$ cat config.mk
export PLATFORM = sky130hd
export DESIGN_NAME = fp_sub_share_arbiter
export DESIGN_NICKNAME = d
export VERILOG_FILES = /design/src/rtl/fp_sub_share_arbiter.sv
export SDC_FILE = /design/constraint.sdc
export NUM_CORES = 1
export LEC_CHECK = 0
export CAP_MARGIN = 0
export CORE_AREA = 8 8 301 303
export CTS_BUF_LIST = sky130_fd_sc_hd__clkbuf_4
export DETAILED_ROUTE_END_ITERATION = 10
export DIE_AREA = 0 0 309 311
export MAX_ROUTING_LAYER = met4
export PLACE_DENSITY = 0.41
export SYNTH_ARGS = -nofsm -noshare
export SYNTH_HDL_FRONTEND = slang
export SYNTH_SLANG_ARGS = --single-unit
$ cat constraint.sdc
create_clock -name ap_clk -period 2.6 [get_ports ap_clk]
set_input_delay 0.26 -clock ap_clk [delete_from_list [all_inputs] [get_ports ap_clk]]
set_output_delay 0.26 -clock ap_clk [all_outputs]
set_load 0.01 [all_outputs]
$ cat src/rtl/fp_sub_share_arbiter.sv
// Round-robin arbiter sharing one HLS subFloat64Sigs core (ap_start/ap_ready/ap_done)
// among NREQ lanes; operands are frozen at grant and the result is returned with a done pulse.
module fp_sub_share_arbiter #(
    parameter int unsigned NREQ = 4,
    parameter int unsigned DW   = 64,
    parameter int unsigned IDW  = 2
) (
    input  logic                 ap_clk,
    input  logic                 ap_rst,
    input  logic [NREQ-1:0]      req,
    input  logic [NREQ*DW-1:0]   req_a,
    input  logic [NREQ*DW-1:0]   req_b,
    input  logic [NREQ-1:0]      req_zsign,
    output logic [NREQ-1:0]      grant,
    output logic [NREQ-1:0]      done,
    output logic [DW-1:0]        result,
    output logic [IDW-1:0]       rsp_id,
    output logic                 busy,
    output logic                 core_start,
    output logic [DW-1:0]        core_a,
    output logic [DW-1:0]        core_b,
    output logic                 core_zsign,
    input  logic                 core_ready,
    input  logic                 core_done,
    input  logic [DW-1:0]        core_return
);

    typedef enum logic [3:0] {
        StIdle  = 4'b0001,
        StIssue = 4'b0010,
        StWait  = 4'b0100,
        StResp  = 4'b1000
    } state_t;

    state_t         state_q;
    logic [IDW-1:0] ptr_q;
    logic [IDW-1:0] win_id;
    logic           win_valid;

    function automatic logic [IDW-1:0] wrap_inc(input logic [IDW-1:0] id);
        if (32'(id) >= NREQ - 1) begin
            return '0;
        end
        return id + IDW'(1);
    endfunction

    // First requesting lane at or after ptr_q, wrapping past NREQ-1.
    always_comb begin
        int unsigned idx;
        idx       = 0;
        win_valid = 1'b0;
        win_id    = '0;
        for (int unsigned k = 0; k < NREQ; k++) begin
            idx = (32'(ptr_q) + k) % NREQ;
            if (!win_valid && req[idx]) begin
                win_valid = 1'b1;
                win_id    = IDW'(idx);
            end
        end
    end

    assign busy = (state_q != StIdle);

    always_ff @(posedge ap_clk) begin
        if (ap_rst) begin
            state_q    <= StIdle;
            ptr_q      <= '0;
            grant      <= '0;
            done       <= '0;
            result     <= '0;
            rsp_id     <= '0;
            core_start <= 1'b0;
            core_a     <= '0;
            core_b     <= '0;
            core_zsign <= 1'b0;
        end else begin
            unique case (state_q)
                StIdle: begin
                    done <= '0;
                    if (win_valid) begin
                        core_a     <= req_a[win_id*DW +: DW];
                        core_b     <= req_b[win_id*DW +: DW];
                        core_zsign <= req_zsign[win_id];
                        rsp_id     <= win_id;
                        grant      <= NREQ'(1) << win_id;
                        core_start <= 1'b1;
                        state_q    <= StIssue;
                    end
                end
                StIssue: begin
                    // Start is held until the core accepts; done may coincide with ready.
                    if (core_ready) begin
                        core_start <= 1'b0;
                        if (core_done) begin
                            result  <= core_return;
                            done    <= NREQ'(1) << rsp_id;
                            state_q <= StResp;
                        end else begin
                            state_q <= StWait;
                        end
                    end
                end
                StWait: begin
                    if (core_done) begin
                        result  <= core_return;
                        done    <= NREQ'(1) << rsp_id;
                        state_q <= StResp;
                    end
                end
                StResp: begin
                    done    <= '0;
                    grant   <= '0;
                    ptr_q   <= wrap_inc(rsp_id);
                    state_q <= StIdle;
                end
                default: begin
                    state_q <= StIdle;
                end
            endcase
        end
    end

endmodule

==> flow_summary.yaml <==
status:
  status: "complete, no violations"
setup_path:
  critPathMaxFanout: 58
  start_kind: "register"
  cpLargestDelayFamily: "compound AO/OA/AOI/OAI gates"
  crit_type: "register to register"
  crit_buf_inv: 2
  reg2reg_depth: 7
  cp.required_ps: 3230
  r2r-end: "core_b[47]"
  end_kind: "register"
  crit_slowest_cell: "a221oi_1"
  max_stage_delay_ps: 700
  r2r_slack_ps: 200
  r2r_start: "ptr_q[0]"
  cp_data_arrival_time_ps: 3030
  crit_chain: "and2b_4 > o22a_1 > o22ai_4 > buf_12 > a221oi_1 > buf_4 > a211oi_1"
yosys:
  synth_top_area_share_pct: 35.7
  syn_nets: 2060
  yosysSeqAreaShare_pct: 35.7
  syn_inst: 1468
  yosysUniqueCellTypes: 44
  ys_seq_elements: 210
  netlist_area_um2: 11800
  post-synth-top-area-cell: "dfxtp_1"
  syn_avg_cell_area_um2: 8.03
  synth.area.top_cells: "dfxtp_1 (36%), a21o_1 (8.3%), a221oi_1 (8.0%)"
  ys_warn_count: 0
timing:
  final-setup-viol-count: 0
  clock.fmax_mhz: 416
  drv_slew: 0
  final_min_period_over_clock_period_pct: 92.4
  worstMarginPinSlew_ps: 707
  worst_slack_ps: 197
  finalCriticalPeriod_ps: 2400
  skew_ps: 50.6
  finalHoldViolCount: 0
  rsz0062_at_grt: "no"
  timing.slew.headroom_pct: 52.8
global_routing:
  antenna_found_initial: 24
  grt_pass1_vias: 16600
  grt_pass1_wl_um: 122000
  gr-total-overflow: 0
  grt.total_usage_pct: 17.5
  grt_max_degree: 88
place:
  portBuffers: 792
  hpwl_um: 67700
  dp.cells: 3327
  place_ws_ps: -271
  place_area_um2: 21400
  gp_congestion: 0.858
min_path:
  hp-class: "input port to register"
  worstHoldEndpoint: "result[44]"
  holdPathStages: 3
  hp-start: "core_return[44]"
final_layout:
  regArea_um2: 4210
  final_util_pct: 27.2
  fillCellCount: 9304
  area_delta_synth_final_pct: 98.2
  fin_cells: 3569
  final_area_um2: 23400
  mostFrequentLayoutCells: "clkdlybuf4s50_1 (791), dfxtp_1 (209), nand3_1 (158), nand2_1 (144)"
  nets: 2941
  multi_input_area_um2: 6790
  layout-drive-gt1-share_pct: 11.7
  final_common_cell: "clkdlybuf4s50_1"
floorplan:
  initial_utilization_pct: 13.7
  die-width_um: 309
  die-height_um: 311
  die_area_um2: 96100
  coreArea_um2: 85900
  num_io_pins: 793
  rows: 108
route:
  met2_length_um: 43000
  drc_errors: 0
  drt-vias-per-instance: 4.39
  routed_wl_um: 86900
  firstDrtPassIters: 5
  dr.first_iter.drc_count: 661
  met3_length_um: 7180
  met1_length_um: 35300
  ant_nets: 0
  vias: 15700
  drt-wirelength-per-cell_um: 24.4
  maxUsedRoutingLayer: "met4"
pwr:
  powerDensity_nw_per_um2: 514
  vdd_drop_max_v: 0.000239
  p_leak_nw: 8.26
  p_total_mw: 12.0
clocking:
  cts_made_buffers: 74
  root_buffer: "clkbuf_4"
  clkLatencyLatePin_ps: 780
  clk_pin_slew_ps: 60
  cts_tree: "built"
  cts_buffer_depth: 3
  cts_sinks: 210
  cts_htree_levels: 3
flow_run:
  cap_viol_max_count: 0
[final cells by class]
| class | instances | share of cell area [%] |
|---|---|---|
| repair buffers | 978 | 42.7 |
| multi-input cells | 1080 | 29.1 |
| flip-flops and latches | 210 | 18.0 |
| well taps | 1155 | 6.19 |
| clock buffers | 100 | 3.21 |
| clock inverters | 27 | 0.584 |
| diodes | 14 | 0.150 |
| inverters | 5 | 0.0803 |
[worst min-delay path, stage by stage]
cell and delay, ps:
clkdlybuf4s50_1 470, nand2_1 90, a21oi_1 50
[through the flow]
| stage | setup TNS [ps] | hold WS [ps] |
|---|---|---|
| after floorplan | 0 | 396 |
| after global placement | -492 | 443 |
| after detailed placement | -479 | 446 |
| after CTS | 0 | 1.66 |
| after global routing | 0 | 51.5 |
| final | 0 | 150 |
[report_power, final]
group / switching (mW) / internal (mW) / total [mW] / leakage, nW
clock network: 1.81 / 1.80 / 3.61 / 0.516
registers: 0.240 / 3.62 / 3.86 / 1.73
logic: 2.15 / 2.39 / 4.54 / 6.02
[cell families (layout without fill, tap and decap cells)]
logic type                 after synthesis  count (layout)  share of synthesized area, %
and+or+nand+nor                        443             443                          16.6
buffers and inverters                  178            1110                          7.32
adders and majority gates                4               4                         0.425
AOI/OAI and AO/OA                      632             632                          39.9
muxes                                    1               1                        0.0849
other                                    0              14                             0
DFF                                    210             210                          35.7
[routing by layer]
| metal | global-route usage [%] | vias up |
|---|---|---|
| met1 | 19.7 | 7602 |
| met4 | 4.29 | 0 |
| met5 | - | - |
| met3 | 5.92 | 88 |
| li1 | - | 7313 |
| met2 | 29.8 | 658 |
[worst max-delay path by stage]
stage                 end  cells past startpoint       start  slack [ps]
4_1_cts        core_b[20]                      8    ptr_q[1]          50
6_report       core_b[47]                      7    ptr_q[0]         200
5_1_grt              busy                      3  state_q[0]          20
3_3_place_gp   core_b[47]                      8      req[2]        -230
3_5_place_dp   core_b[47]                      8      req[2]        -270
2_1_floorplan  core_a[33]                      8      req[0]         810
[timing repair]
item | in CTS | in global routing
gates cloned | 0 | 0
setup endpoints to repair | 1 | 2
buffers inserted | 1 | 0
pin swaps | 1 | 0
resized for setup | 1 | 1
endpoints found under the hold margin | 136 | 0
hold buffers | 100 | 0
[state kept, by name, summed over array words and instances (netlist names)]
signal / flops
core_zsign: 1
state_q: 4
ptr_q: 2
core_a: 64
done: 4
core_b: 64
grant: 4
core_start: 1
result: 64
rsp_id: 2
[synth_stat cells (all sizes together)]
cell	instances
nand2b	2
a211o	1
dfxtp	210
o211a	1
a31oi	22
inv	5
nor4	1
nand2	145
o22ai	1
nor2b	3
o221ai	1
clkbuf	92
a211oi	109
o21bai	24
mux2i	1
and3	1
and3b	1
a221oi	108
a21boi	1
buf	81
nand3	159
or4	1
a21oi	78
a41oi	22
nor3	2
nand4	1
and2	1
nand3b	3
or2	1
o22a	1
a21o	130
nor2	118
o21ai	133
nor4b	1
ha	4
and2b	3
No activity file was read; power rests on OpenSTA's default activity.
